File: src/rtl/gtx_pkg.sv
// Shared GTX link symbol constants and frame error codes, used by both the
// receive-side deframer and the transmit-side framer.
package gtx_pkg;

  localparam logic [1:0]  K_CTRL    = 2'b01;
  localparam logic [1:0]  D_CTRL    = 2'b00;
  localparam logic [15:0] IDLE_DATA = 16'h50BC;
  localparam logic [15:0] SOF_DATA  = 16'h00FB;
  localparam logic [15:0] EOF_DATA  = 16'h00FD;

  typedef enum logic [2:0] {
    ERR_NONE  = 3'd0,
    ERR_CSUM  = 3'd1,
    ERR_SHORT = 3'd2,
    ERR_OVF   = 3'd3,
    ERR_SOF   = 3'd4,
    ERR_BAD   = 3'd5
  } err_t;

  typedef enum logic [2:0] {
    SYM_IDLE,
    SYM_SOF,
    SYM_EOF,
    SYM_DATA,
    SYM_BAD
  } sym_class_t;

endpackage

File: src/rtl/gtx_sym_dec.sv
// Combinational classifier for one received GTX word: IDLE/SOF/EOF control
// symbols, plain data, or anything unrecognised.
module gtx_sym_dec
  import gtx_pkg::*;
(
  input  logic [1:0]  ctrl_i,
  input  logic [15:0] data_i,
  output sym_class_t  sym_o
);

  always_comb begin
    sym_o = SYM_BAD;
    if (ctrl_i == D_CTRL) begin
      sym_o = SYM_DATA;
    end else if (ctrl_i == K_CTRL) begin
      case (data_i)
        IDLE_DATA: sym_o = SYM_IDLE;
        SOF_DATA:  sym_o = SYM_SOF;
        EOF_DATA:  sym_o = SYM_EOF;
        default:   sym_o = SYM_BAD;
      endcase
    end
  end

endmodule

File: src/rtl/gtx_frame_rx.sv
// GTX frame receiver: locks onto the idle stream, strips SOF/EOF framing,
// emits payload words and validates the trailing XOR check word.
module gtx_frame_rx
  import gtx_pkg::*;
#(
  parameter int MAX_WORDS = 64,
  parameter int LOCK_CNT  = 4
) (
  input  logic        clk_i,
  input  logic        rst_n_i,
  input  logic [1:0]  ctrl_i,
  input  logic [15:0] data_i,
  output logic        link_up_o,
  output logic [15:0] data_o,
  output logic        valid_o,
  output logic        sof_o,
  output logic        done_o,
  output logic        ok_o,
  output logic [2:0]  err_o
);

  typedef enum logic [1:0] {ST_DOWN, ST_IDLE, ST_PAYLOAD} state_t;

  localparam int         LW      = $clog2(LOCK_CNT + 1);
  localparam logic [6:0] CNT_MAX = 7'(MAX_WORDS + 1);

  sym_class_t sym;

  state_t        state, nxt_state;
  logic [LW-1:0] lock_cnt, nxt_lock;
  logic          nxt_link, nxt_valid, nxt_sof, nxt_done, nxt_ok;
  logic [15:0]   nxt_data;
  err_t          err_q, nxt_err;
  logic [15:0]   hold, nxt_hold;
  logic          hold_v, nxt_hold_v;
  logic          first, nxt_first;
  logic [15:0]   xor_acc, nxt_xor;
  logic [6:0]    cnt, nxt_cnt;

  gtx_sym_dec u_dec (
    .ctrl_i (ctrl_i),
    .data_i (data_i),
    .sym_o  (sym)
  );

  assign err_o = err_q;

  always_ff @(posedge clk_i or negedge rst_n_i) begin
    if (!rst_n_i) begin
      state     <= ST_DOWN;
      lock_cnt  <= '0;
      link_up_o <= 1'b0;
      data_o    <= 16'h0000;
      valid_o   <= 1'b0;
      sof_o     <= 1'b0;
      done_o    <= 1'b0;
      ok_o      <= 1'b0;
      err_q     <= ERR_NONE;
      hold      <= 16'h0000;
      hold_v    <= 1'b0;
      first     <= 1'b0;
      xor_acc   <= 16'h0000;
      cnt       <= 7'd0;
    end else begin
      state     <= nxt_state;
      lock_cnt  <= nxt_lock;
      link_up_o <= nxt_link;
      data_o    <= nxt_data;
      valid_o   <= nxt_valid;
      sof_o     <= nxt_sof;
      done_o    <= nxt_done;
      ok_o      <= nxt_ok;
      err_q     <= nxt_err;
      hold      <= nxt_hold;
      hold_v    <= nxt_hold_v;
      first     <= nxt_first;
      xor_acc   <= nxt_xor;
      cnt       <= nxt_cnt;
    end
  end

  // Every word is consumed in the cycle it arrives; the one-word hold lets
  // the check word be dropped when EOF shows up behind it.
  always_comb begin
    nxt_state  = state;
    nxt_lock   = lock_cnt;
    nxt_link   = link_up_o;
    nxt_data   = data_o;
    nxt_valid  = 1'b0;
    nxt_sof    = 1'b0;
    nxt_done   = 1'b0;
    nxt_ok     = ok_o;
    nxt_err    = err_q;
    nxt_hold   = hold;
    nxt_hold_v = hold_v;
    nxt_first  = first;
    nxt_xor    = xor_acc;
    nxt_cnt    = cnt;

    case (state)
      ST_DOWN: begin
        if (sym == SYM_IDLE) begin
          if (lock_cnt == LW'(LOCK_CNT - 1)) begin
            nxt_state = ST_IDLE;
            nxt_link  = 1'b1;
            nxt_lock  = '0;
          end else begin
            nxt_lock = lock_cnt + LW'(1);
          end
        end else begin
          nxt_lock = '0;
        end
      end

      ST_IDLE: begin
        case (sym)
          SYM_SOF: begin
            nxt_state  = ST_PAYLOAD;
            nxt_xor    = 16'h0000;
            nxt_cnt    = 7'd0;
            nxt_hold_v = 1'b0;
            nxt_first  = 1'b1;
          end
          SYM_DATA, SYM_BAD: begin
            nxt_state = ST_DOWN;
            nxt_link  = 1'b0;
            nxt_lock  = '0;
          end
          default: ;
        endcase
      end

      ST_PAYLOAD: begin
        case (sym)
          SYM_DATA: begin
            if (cnt == CNT_MAX) begin
              nxt_state  = ST_IDLE;
              nxt_done   = 1'b1;
              nxt_ok     = 1'b0;
              nxt_err    = ERR_OVF;
              nxt_hold_v = 1'b0;
            end else begin
              nxt_cnt    = cnt + 7'd1;
              nxt_xor    = xor_acc ^ data_i;
              nxt_hold   = data_i;
              nxt_hold_v = 1'b1;
              if (hold_v) begin
                nxt_data  = hold;
                nxt_valid = 1'b1;
                nxt_sof   = first;
                nxt_first = 1'b0;
              end
            end
          end
          SYM_EOF: begin
            nxt_state  = ST_IDLE;
            nxt_done   = 1'b1;
            nxt_hold_v = 1'b0;
            if (cnt < 7'd2) begin
              nxt_err = ERR_SHORT;
            end else if (xor_acc != 16'h0000) begin
              nxt_err = ERR_CSUM;
            end else begin
              nxt_err = ERR_NONE;
            end
            nxt_ok = (cnt >= 7'd2) && (xor_acc == 16'h0000);
          end
          SYM_SOF: begin
            nxt_done   = 1'b1;
            nxt_ok     = 1'b0;
            nxt_err    = ERR_SOF;
            nxt_xor    = 16'h0000;
            nxt_cnt    = 7'd0;
            nxt_hold_v = 1'b0;
            nxt_first  = 1'b1;
          end
          SYM_BAD: begin
            nxt_state  = ST_DOWN;
            nxt_link   = 1'b0;
            nxt_lock   = '0;
            nxt_done   = 1'b1;
            nxt_ok     = 1'b0;
            nxt_err    = ERR_BAD;
            nxt_hold_v = 1'b0;
          end
          default: ;
        endcase
      end

      default: nxt_state = ST_DOWN;
    endcase
  end

endmodule
File: config.mk
export PLATFORM = sky130hd
export DESIGN_NAME = gtx_frame_rx
export DESIGN_NICKNAME = d
export VERILOG_FILES = /design/src/rtl/gtx_pkg.sv /design/src/rtl/gtx_sym_dec.sv /design/src/rtl/gtx_frame_rx.sv
export SDC_FILE = /design/constraint.sdc
export NUM_CORES = 1
export LEC_CHECK = 0
export CAP_MARGIN = 20
export CORE_ASPECT_RATIO = 2
export CORE_UTILIZATION = 55
export CTS_CLUSTER_DIAMETER = 150
export DETAILED_ROUTE_END_ITERATION = 6
export PLACE_DENSITY_LB_ADDON = 0.05
export SYNTH_ARGS = -nofsm -noshare
export SYNTH_HDL_FRONTEND = slang
export SYNTH_SLANG_ARGS = --single-unit
File: constraint.sdc
create_clock -name clk_i -period 2.8 [get_ports clk_i]
set_clock_uncertainty 0.05 [all_clocks]
set_input_delay 0.42 -clock clk_i [delete_from_list [all_inputs] [get_ports clk_i]]
set_output_delay 0.42 -clock clk_i [all_outputs]
set_load 0.02 [all_outputs]
# Yosys cells after proc, flatten, opt, wreduce, memory -nomap -nowiden
# Index checks and enable logic that the tools add are counted.
[word_totals]
ff_bits = 70
latch_bits = 0
mem_bits_rw = 0
mem_bits_ro = 0
mem_count = 0
[classes]
add_sub_neg = 2
multipliers = 0
div = 0
order_cmp = 2
eq_ne = 25
shift = 0
mux = 53
bitwise_logic = 2
reduce_logical = 23
[op_table]
columns = ["cell", "count"]
rows = [
  ["$pmux W16 S2", 2],
  ["$eq A16 B8 Y1 const B", 2],
  ["$mux W16", 2],
  ["$pmux W7 S2", 2],
  ["$mux W1", 21],
  ["$mux W3", 7],
  ["$pmux W3 S3", 2],
  ["$eq A16 B15 Y1 const B", 1],
  ["$logic_not A16 Y1", 1],
  ["$reduce_bool A16 Y1", 1],
  ["$xor A16 B16 Y16", 1],
  ["$reduce_and A3 Y1", 5],
  ["$reduce_and A5 Y1", 3],
  ["$mux W7", 2],
  ["$pmux W2 S3", 2],
  ["$pmux W3 S4", 1],
  ["$pmux W1 S2", 5],
  ["$eq A3 B2 Y1 const B", 3],
  ["$ne A3 B3 Y1 const B", 3],
  ["$mux W2", 4],
  ["$ne A2 B2 Y1 const B", 4],
  ["$reduce_and A4 Y1", 2],
  ["$add A7 B1 Y7 const B", 1],
  ["$eq A7 B7 Y1 const B", 1],
  ["22 further kinds", 29],
]

# Longest topological paths before layout
# Gate-level depths: netlist of run 1.
[depth]
ltp_word = 8
ltp_mapped = 9
ltp_nobuf = 8

# Modules after synthesis
# A second synthesis of run 1 with hierarchy kept.
[unflattened]
hier_cells = 313
hier_area_um2 = 3593.4
[modules_own_cells]
columns = ["mod", "instances", "cells_each", "area_per_inst_um2", "seq_area_each_um2"]
rows = [
  ["gtx_frame_rx", 1, 297, 3470.8, 1751.7],
  ["gtx_sym_dec", 1, 16, 122.6, 0.0],
]

# Worst setup path before layout of run 1
# OpenSTA, ideal clock, no wires.
[synth_timing]
path_type = "reg2reg"
from = "register cnt[3]"
to = "register data_o[10]"
arrival_time_ns = 1.873
t_required_ns = 2.625
path_slack_ns = 0.752
stages_incl_launch_ff = 7
cell_sequence = "dfrtp_1 -> or4_4 -> nor2_8 -> nor2_4 -> nand2_2 -> buf_4 -> mux2_2"
[synth_between]
elab_chain_len = 3
[synth_rtl]
columns = ["element", "line", "rtl"]
rows = [
  ["from (decl)", "gtx_frame_rx.sv:38", "logic [6:0] cnt, nxt_cnt;"],
  ["from (signal assigned)", "gtx_frame_rx.sv:78", "cnt <= nxt_cnt;"],
  ["$eq A7 B7 Y1", "gtx_frame_rx.sv:136", "if (cnt == CNT_MAX) begin"],
  ["$not A1 Y1 (no source line)", "--", ""],
  ["$reduce_and A4 Y1 (no source line)", "--", ""],
  ["to (signal assigned)", "gtx_frame_rx.sv:68", "data_o <= nxt_data;"],
  ["to (decl)", "gtx_frame_rx.sv:14", "output logic [15:0] data_o,"],
]
# Every way passes these cells.
# A chain may end at the register's enable or synchronous reset.

# Worst setup path after layout of run 1
[layout_timing]
from = "input port data_i[13]"
to = "register lock_cnt[0]"
[layout_between]
elab_chain_len = 8
word_cells_on_any_way = 15
cone_classes = "eq/ne (7); mux (5); reduce/logical (3)"
[layout_rtl]
columns = ["element", "line", "rtl"]
rows = [
  ["from (decl)", "gtx_frame_rx.sv:12", "input logic [15:0] data_i,"],
  ["$eq A16 B8 Y1 / $eq A16 B15 Y1 (equally long branches)", "gtx_sym_dec.sv:16", "case (data_i)"],
  ["$pmux W3 S3 *", "gtx_sym_dec.sv:16", ""],
  ["$mux W3 *", "gtx_sym_dec.sv:15", "end else if (ctrl_i == K_CTRL) begin"],
  ["$mux W3 *", "gtx_sym_dec.sv:13", "if (ctrl_i == D_CTRL) begin"],
  ["$eq A3 B2 Y1 / $eq A3 B3 Y1 (equally long branches)", "gtx_frame_rx.sv:116, gtx_frame_rx.sv:134", ""],
  ["$reduce_or A2 Y1", "gtx_frame_rx.sv:116", "case (sym)"],
  ["$ne A2 B1 Y1 (no source line)", "--", ""],
  ["$reduce_and A3 Y1 (no source line)", "--", ""],
  ["to (signal assigned)", "gtx_frame_rx.sv:66", "lock_cnt <= nxt_lock;"],
  ["to (decl)", "gtx_frame_rx.sv:30", "logic [LW-1:0] lock_cnt, nxt_lock;"],
]
# Mark *: on every way between the ends. The rest lies on a longest branch, timed or not.

==> results of run 1 <==
worst max path at each step:
| stage | from | to | cells past startpoint |
|---|---|---|---|
| 2_1_floorplan | cnt[3] | data_o[10] | 6 |
| 5_1_grt | data_i[11] | link_up_o | 7 |
| 4_1_cts | data_i[13] | lock_cnt[0] | 7 |
| 6_report | data_i[13] | lock_cnt[0] | 7 |
| 3_3_place_gp | data_i[0] | err_o[0] | 8 |
| 3_5_place_dp | data_i[13] | lock_cnt[0] | 7 |
metrics by stage:
step	hold slack, ns	power (mW)	std cells	cell area [µm²]	setup WS (ns)
CTS	0.128	2.23	456	4250	0.389
detailed placement	0.409	1.12	440	3960	0.0607
global placement	0.403	1.12	440	3960	0.108
floorplan	0.0744	1.05	331	3380	0.752
global route	0.180	2.27	456	4250	0.222
finish	0.116	2.21	456	4250	0.360
registers in the layout, indices dropped and copies added, names as in the netlist:
register and count:
cnt 7, data_o 16, done_o 1, err_o 3, first 1, hold 16
hold_v 1, link_up_o 1, lock_cnt 3, ok_o 1, sof_o 1, state 2
valid_o 1, xor_acc 16
kinds of logic after synthesis:
family | Yosys count | share of synthesized area, %
adder cells (fa/ha/maj) | 8 | 2.96
AND/OR/NAND/NOR | 150 | 22.2
XOR/XNOR | 20 | 5.18
buffers and inverters | 23 | 3.00
multiplexers | 19 | 6.33
AO/OA/AOI/OAI | 41 | 8.55
flip-flops | 70 | 51.8
report_power, final:
group	total, mW	leakage (nW)	switching (mW)	internal, mW
combinational	0.0890	0.952	0.0516	0.0374
clock	1.11	0.144	0.399	0.714
sequential	1.01	0.963	0.0000345	1.01
total	2.21	2.06	0.451	1.76
layout by cell type, fill, tap and decap left out, types with 2 or more instances in the layout:
master,count
or2_2,2
nor4bb_1,2
ha_1,8
nand4_1,6
clkbuf_1,3
o31ai_1,5
o41ai_1,2
o31a_1,3
mux2_2,19
nor3_1,5
xor2_1,20
nand2b_1,2
inv_1,10
nand2_1,62
a21oi_1,5
nor4_1,6
nor2b_1,2
clkbuf_16,9
buf_4,15
nand3_1,19
dfrtp_1,70
clkdlybuf4s50_1,42
nor2_1,29
a21o_1,3
o21ai_0,13
o211ai_1,2
cell type report:
type                    count  area [µm²]
flip-flops and latches     70        1750
repair buffers             59         558
multi-input cells         238        1530
inverters                  10        37.5
well taps                  63        78.8
fillers                   470        1710
clock buffers              13         250
clock inverters             3        43.8
critical path: stages:
cell             delay [ns]
clkdlybuf4s50_1        0.51
nor4b_4                0.38
nand3_1                0.23
or2_1                  0.36
nor3_1                 0.27
nand2_1                0.09
o41ai_1                0.32
per-layer routing:
layer	part of all wire [%]	vias to the layer above	track usage, %	wire, µm
met5	0	-	0	0
met4	4.0	0	16.3	318
met3	3.6	21	5.94	287
met2	55	78	48.6	4320
met1	38	1268	28.2	2970
li1	-	1254	-	-
Yosys cell counts, types with 2 or more instances:
master	number
nand2_1	62
o31a_1	3
buf_2	6
clkbuf_1	4
nor3_1	5
inv_1	10
buf_4	2
nor4bb_1	2
dfrtp_1	70
o21ai_0	13
o41ai_1	2
xor2_1	20
nand4_1	6
a21oi_1	5
mux2_2	19
or2_2	2
nor4_1	6
ha_1	8
o211ai_1	2
a21o_1	3
nand2b_1	2
nor2_1	29
nand3_1	19
nor2b_1	2
o31ai_1	5
==> flow_summary_export.csv, run 1 <==
group,metric,value,unit
run_status,outcome,"finished with violations",
run_status,failed_checks,"DRC",
critical_path,ff2ff_setup_slack,0.48,ns
logic_synthesis,seq_area_frac_synth,51.8,%
sta,hold_viol_final,0,
clocking,cts_setup_buffers,0,
route,wl_per_cell,17.3,µm
finish,utilization,71.3,%
placement,port_buffers,43,
clocking,clk_pin_slew_worst_paths,0.05,ns
grt,antenna_found_initial,0,
power,power_density,521,nW/µm²
logic_synthesis,synth.avg_cell_area,10.2,µm²
grt,overflow,0,
logic_synthesis,synth.largest_area_cell,"dfrtp_1",
finish,drive_gt1_share,15.5,%
worst_hold_path,hold_path.class,"in2async",
route,vias,2621,
logic_synthesis,ys_warn_count,0,
die,die_h,113,µm
logic_synthesis,yosysUniqueCellTypes,49,
logic_synthesis,synth.top_cell.area_share,51.8,%
finish,nets,416,
route,via_per_inst,5.75,
sta,worst_pin_slew,0.762,ns
logic_synthesis,synth_nets,359,
sta,slew_headroom,49.2,%
clocking,h-tree-depth,3,
critical_path,start_kind,"primary input",
critical_path,worstPathRequired,2.94,ns
clocking,hold_buffers,0,
clocking,cts_buffers,9,
die,num_rows,40,
logic_synthesis,synth_area,3380,µm²
finish,synthToLayoutAreaGrowth,25.6,%
clocking,cts.sinks,70,
critical_path,worstReg2RegStart,"cnt[3]",
critical_path,worstRegToRegCells,7,
logic_synthesis,yosys_register_bits,70,
clocking,clk_path_buf_depth,2,
grt,grt_pass1_vias,2764,
route,firstDrtPassIters,6,
route,postRouteAntennaNets,0,
critical_path,arrival,2.58,ns
logic_synthesis,yosys-top-cells-area,"dfrtp_1 (52%), nand2_1 (6.9%), mux2_2 (6.3%), xor2_1 (5.2%), nor2_1 (3.2%)",
route,wl,7900,µm
sta,fin_crit,2.44,ns
route,drt_iter0_markers,107,
grt,grt_first_pass_wirelength,13200,µm
grt,grt_max_degree,39,
sta,rsz0062_at_grt,"no",
die,die_area,6490,µm²
route,drt_drc_violations_left,5,
clocking,clockRootBuffer,"clkbuf_16",
logic_synthesis,yosys_most_used_dff,"dfrtp_1",
logic_synthesis,synthCells,331,
sta,final.setup.tns,0,ns
sta,report.final.slew_viol_count,0,
sta,setup_viol,0,
clocking,cts_resized,0,
die,num_io_pins,44,
placement,dp_hpwl,5800,µm
critical_path,cp_max_fo,6,
clocking,cts_tree,"done",
die,coreArea,5960,µm²
clocking,clk_latency,0.33,ns
finish,antennaDiodeCount,0,
logic_synthesis,async_flop_share,100,%
power,p_leak,2.06,nW
die,die_x,57.5,µm
sta,period_share,87.2,%
grt,grt_use_total,27.3,%
critical_path,endpoint_kind,"flop",
placement,gp_congestion,0.951,
critical_path,path_class,"in2reg",
flow_run,drv_cap,0,
power,vdd_ir_drop_max,415,µV
die,start_util,56.8,%
logic_synthesis,synth_edf_count,0,
sta,fmax,410,MHz
critical_path,rr_endpoint,"xor_acc[6]",
Power figures use the tool's default switching activity.
==> run 2: changes to the inputs <==
--- a/config.mk
+++ b/config.mk
@@ -7,7 +7,7 @@
 export LEC_CHECK = 0
 export CAP_MARGIN = 20
 export CORE_ASPECT_RATIO = 2
-export CORE_UTILIZATION = 55
+export CORE_UTILIZATION = 50
 export CTS_CLUSTER_DIAMETER = 150
 export DETAILED_ROUTE_END_ITERATION = 6
 export PLACE_DENSITY_LB_ADDON = 0.05
==> constraint.sdc (replaced) <==
create_clock -name clk_i -period 1.99 [get_ports clk_i]
set_clock_uncertainty 0.05 [all_clocks]
set_input_delay 0.2985 -clock clk_i [delete_from_list [all_inputs] [get_ports clk_i]]
set_output_delay 0.2985 -clock clk_i [all_outputs]
set_load 0.02 [all_outputs]
==> run 2 against run 1 <==
Net effect: the flow finishes with violations (setup timing); register-to-register slack worse by 0.55 ns; sequential power up 41%; design area up 19%; largest cell class is now multi-input gates; largest power group unchanged; highest routed layer unchanged.
==> flow_summary_export.csv, run 2 (synthesis results as in run 1) <==
group,metric,value,unit
power,vdd_ir_drop_max,451,µV
critical_path,worstRegToRegCells,7,
power,p_sw,0.672,mW
grt,grtUsageMet2,48.9,%
grt,grt_pass1_vias,2973,
grt,grt_use_total,27.6,%
worst_hold_path,holdCritStartpoint,"data_i[2]",
die,die_h,118,µm
power,power.total,3.37,mW
clocking,cts.sinks,70,
sta,fin_crit,2.06,ns
power,swShare,20.0,%
route,drt_iter0_markers,106,
critical_path,ff2ff_setup_slack,-0.07,ns
power,pwr-share-clk,52.7,%
sta,postLayoutSetupSlackWorst,-0.0717,ns
die,num_rows,42,
critical_path,path_cells,"or4_4 -> o211ai_1 -> o21ai_4 -> buf_6 -> nand3_2 -> xor2_1 -> nor2_1",
run_status,outcome,"finished with violations",
grt,grt_max_degree,71,
critical_path,max_stage_delay,0.56,ns
run_status,failed_checks,"setup timing",
clocking,h-tree-depth,3,
grt,grt_first_pass_wirelength,14200,µm
worst_hold_path,hold_depth,3,
power,power_density,668,nW/µm²
worst_hold_path,holdPathEnd,"hold[2]",
die,num_io_pins,44,
die,die_area,7120,µm²
power,p_int,2.70,mW
finish,top_regs,"data_o x16, hold x16, xor_acc x16",
finish,antennaDiodeCount,0,
finish,drive_gt1_share,33.2,%
grt,grt-busiest-layer,"met2",
clocking,clockRootBuffer,"clkbuf_16",
placement,dp_slack,-0.583,ns
sta,hold_viol_final,0,
finish,nets,466,
placement,port_buffers,43,
die,coreArea,6570,µm²
route,postRouteAntennaNets,0,
critical_path,path_class,"reg2reg",
critical_path,endpoint_kind,"flop",
grt,antenna_found_initial,0,
route,vias,2906,
clocking,clk_latency,0.33,ns
placement,dp.cells,506,
finish,finalNonFillerCells,531,
sta,report.final.slew_viol_count,0,
route,drt_drc_violations_left,0,
placement,dp_hpwl,6400,µm
finish,final_common_cell,"dfrtp_1",
power,p_comb_share,5.0,%
die,start_util,51.5,%
clocking,clk_pin_slew_worst_paths,0.06,ns
power,seq_power_share,42.3,%
finish,layout_common_cells,"dfrtp_1 (70), nand2_1 (60), buf_4 (53), clkdlybuf4s50_1 (28), nor2_1 (27)",
grt,grtUsageMet1,28.2,%
power,p_leak,2.47,nW
finish,synthToLayoutAreaGrowth,49.2,%
critical_path,worstReg2RegStart,"cnt[2]",
clocking,clk_path_buf_depth,2,
sta,period_share,104,%
grt,globalRouteMet3Util,7.00,%
die,die_x,60.2,µm
sta,slew_headroom,59.3,%
clocking,cts_tree,"done",
route,firstDrtPassIters,4,
flow_run,drv_cap,0,
critical_path,worstPathRequired,2.16,ns
critical_path,rr_endpoint,"xor_acc[7]",
sta,setup_viol,34,
sta,rsz0062_at_grt,"yes",
placement,gp_congestion,0.998,
sta,worst_pin_slew,0.611,ns
route,via_per_inst,5.47,
worst_hold_path,hold_path.class,"in2reg",
sta,fmax,485,MHz
critical_path,start_kind,"flop",
clocking,cts_buffers,9,
critical_path,worst_path_max_delay_cell,"or4_4",
route,wl_per_cell,17.8,µm
route,wl,9480,µm
critical_path,cp_max_fo,8,
critical_path,arrival,2.23,ns
grt,overflow,0,
[run 2: power groups by stage]
stage	logic, mW	clock network, mW	registers (mW)
after global routing	0.182	1.85	1.42
final	0.170	1.78	1.42
after detailed placement	0.153	0	1.45
after CTS	0.162	1.78	1.42
after floorplan	0.0254	0	1.45
after global placement	0.154	0	1.45
[run 2: repair_timing]
item,CTS,global route
resized for setup,46,42
gates cloned,1,2
pin swaps,24,37
hold endpoints to repair,70,0
buffers inserted,4,2
hold buffers,1,0
endpoints found under the setup margin,51,34
[run 2: per-layer routing]
metal  part of all wire (%)  vias up
li1                       -     1357
met1                     36     1438
met2                     56       82
met3                    4.1       29
met4                    4.0        0
met5                      0        -
[run 2: stage by stage]
step	hold WS [ns]	cell area [µm²]	utilization, %	setup TNS (ns)
after detailed placement	0.308	4320	65.8	-23.20
final	0.387	5050	76.8	-1.28
after CTS	0.361	4820	73.4	-0.229
after floorplan	-0.0471	3390	-	0
after global placement	0.298	4320	65.8	-22.28
after global routing	0.402	5050	76.8	-4.28
[run 2: worst max-delay path: cells and delay by family (launching register included)]
kind	cells	cell delay (ns)
AND/OR/NAND/NOR	3	0.71
AO/OA/AOI/OAI	2	0.48
flip-flops	1	0.37
buffers and inverters	1	0.18
XOR/XNOR	1	0.16
[run 2: cell type report]
cell class                 count  area [µm²]
multi-input combinational    240        1850
sequential                    70        1750
fill                         467        1520
timing repair buffer         107         963
clock buffer                  13         270
tap                           88         110
clock inverter                 3        65.1
inverter                      10        37.5
[run 2: how the worst max path moves through the flow]
stage	start	to	slack (ns)	cells past startpoint
final	cnt[2]	xor_acc[7]	-0.07	7
after global routing	cnt[2]	xor_acc[7]	-0.18	7
after CTS	cnt[3]	state[0]	-0.06	7
after detailed placement	data_i[0]	err_o[0]	-0.58	8
after floorplan	cnt[5]	data_o[10]	0.01	6
after global placement	data_i[9]	state[1]	-0.54	8
==> run 3: changes to the inputs <==
--- a/config.mk
+++ b/config.mk
@@ -7,7 +7,8 @@
 export LEC_CHECK = 0
 export CAP_MARGIN = 20
 export CORE_ASPECT_RATIO = 2
-export CORE_UTILIZATION = 50
+export CORE_UTILIZATION = 52
+export CTS_BUF_LIST = sky130_fd_sc_hd__clkbuf_2
 export CTS_CLUSTER_DIAMETER = 150
 export DETAILED_ROUTE_END_ITERATION = 6
 export PLACE_DENSITY_LB_ADDON = 0.05
==> run 3 against run 2 <==
Net effect: the flow still finishes with violations (setup timing); via count down 2.5%; sequential power about the same; first-iteration DRC count increased by 30%; total power down 28%; critical path type unchanged; largest cell class unchanged; highest routed layer unchanged.
==> flow_summary_export.csv, run 3 (synthesis results as in run 1) <==
group,metric,value,unit
run_status,outcome,"finished with violations",
run_status,failed_checks,"setup timing",
sta,period_share,106,%
sta,postLayoutSetupSlackWorst,-0.121,ns
clocking,clockRootBuffer,"clkbuf_2",
worst_hold_path,hold_path.class,"in2reg",
route,wl,8830,µm
power,vdd_ir_drop_max,394,µV
sta,fmax,474,MHz
critical_path,path_class,"reg2reg",
die,num_io_pins,44,
die,coreArea,6310,µm²
clocking,clk_pin_slew_worst_paths,0.20,ns
sta,worst_pin_slew,0.458,ns
route,wl_met1,3300,µm
sta,hold_viol_final,0,
placement,gp_congestion,1.05,
clocking,cts_buffers,9,
die,die_area,6850,µm²
sta,timing.hold.ws,0.102,ns
grt,grt_first_pass_wirelength,13400,µm
grt,antenna_found_initial,0,
clocking,clk_latency,0.53,ns
critical_path,endpoint_kind,"flop",
finish,nets,466,
finish,drive_gt1_share,33.2,%
route,vias,2834,
route,drt_drc_violations_left,0,
power,power.total,2.44,mW
finish,synthToLayoutAreaGrowth,41.7,%
sta,fin_crit,2.11,ns
route,drt_iter0_markers,138,
finish,utilization,76.0,%
finish,final_common_cell,"dfrtp_1",
critical_path,start_kind,"flop",
sta,rsz0062_at_grt,"yes",
route,wl_per_cell,16.7,µm
critical_path,worstPathRequired,2.39,ns
placement,dp_hpwl,6180,µm
finish,antennaDiodeCount,0,
clocking,h-tree-depth,3,
clocking,cts.sinks,70,
route,via_per_inst,5.36,
clocking,clk_path_buf_depth,2,
route,route.met3.wl,275,µm
critical_path,arrival,2.51,ns
critical_path,cp_max_fo,5,
grt,grt_max_degree,54,
finish,top_regs,"data_o x16, hold x16, xor_acc x16",
die,die_h,116,µm
route,wl_met2,4950,µm
die,die_x,59.0,µm
power,p_leak,2.30,nW
sta,final.setup.tns,-2.92,ns
die,start_util,53.6,%
clocking,cts_tree,"done",
sta,report.final.slew_viol_count,0,
sta,slew_headroom,69.2,%
grt,grt_pass1_vias,2895,
sta,setup_viol,52,
flow_run,drv_cap,0,
route,postRouteAntennaNets,0,
die,num_rows,41,
route,firstDrtPassIters,4,
power,power_density,509,nW/µm²
route,top_layer_used,"met4",
finish,layout_common_cells,"dfrtp_1 (70), nand2_1 (60), buf_4 (52), clkdlybuf4s50_1 (39), nor2_1 (28)",
placement,port_buffers,43,
grt,grt_use_total,27.1,%
grt,overflow,0,
==> run 3: changes by cell type in the layout (fill, tap and decap cells not counted), moves of 6 or more <==
cell,previous run,this run
clkbuf_16,9,1
clkbuf_2,0,10
clkdlybuf4s50_1,28,39
dlygate4sd2_1,14,0
mux2_2,2,19
mux2_4,17,0
nand3_1,7,1
==> run 3: worst paths after layout <==
path / start / to / slack, ns / cells after the start
max in group asynchronous: rst_n_i / err_o[2] / 1.11 / 3
min in group asynchronous: rst_n_i / data_o[2] / 0.18 / 2
max reg2reg: cnt[3] / cnt[5] / -0.12 / 7
min: data_i[0] / hold[0] / 0.10 / 3
max: cnt[3] / cnt[5] / -0.12 / 7
min reg2reg: lock_cnt[0] / lock_cnt[0] / 0.45 / 1
==> run 3: power breakdown <==
group	internal (mW)	leakage, nW	switching (mW)
Clock	0.293	0.0721	0.532
Sequential	1.42	0.963	0.0000511
Combinational	0.0913	1.27	0.100
==> run 3: cell type report <==
cell class / count / area (µm²)
fillers: 455 / 1520
repair buffers: 109 / 1020
inverters: 10 / 37.5
clock buffers: 10 / 50.0
well taps: 86 / 108
flip-flops and latches: 70 / 1750
multi-input cells: 238 / 1770
clock inverters: 6 / 61.3
==> run 3: per-layer routing <==
layer / vias to the layer above / GRT usage [%]
met5: - / 0
met4: 0 / 18.1
met3: 22 / 6.36
met2: 69 / 46.9
met1: 1393 / 28.4
li1: 1350 / -
==> run 3: critical path, cell delays in order, from the launching register on <==
cell,delay (ns)
dfrtp_1,0.42
or4_4,0.56
o211ai_1,0.34
o21ai_4,0.16
buf_6,0.17
nand4_1,0.13
xor2_1,0.15
nor2_1,0.05
==> run 3: timing repair <==
| action | 4_1_cts | 5_1_grt |
|---|---|---|
| endpoints found under the setup margin | 42 | 53 |
| pin swaps | 48 | 30 |
| endpoints found under the hold margin | 25 | 0 |
| gates resized for setup | 30 | 33 |
| hold buffers | 1 | 0 |
| setup buffers | 1 | 2 |
| gates cloned | 2 | 1 |
==> run 3: metrics by stage <==
step,std cells,instance area [µm²],setup slack [ns]
finish,529,4790,-0.121
global route,529,4790,-0.235
CTS,527,4610,-0.117
detailed placement,507,4340,-0.591
global placement,507,4340,-0.629
floorplan,331,3390,0.0105
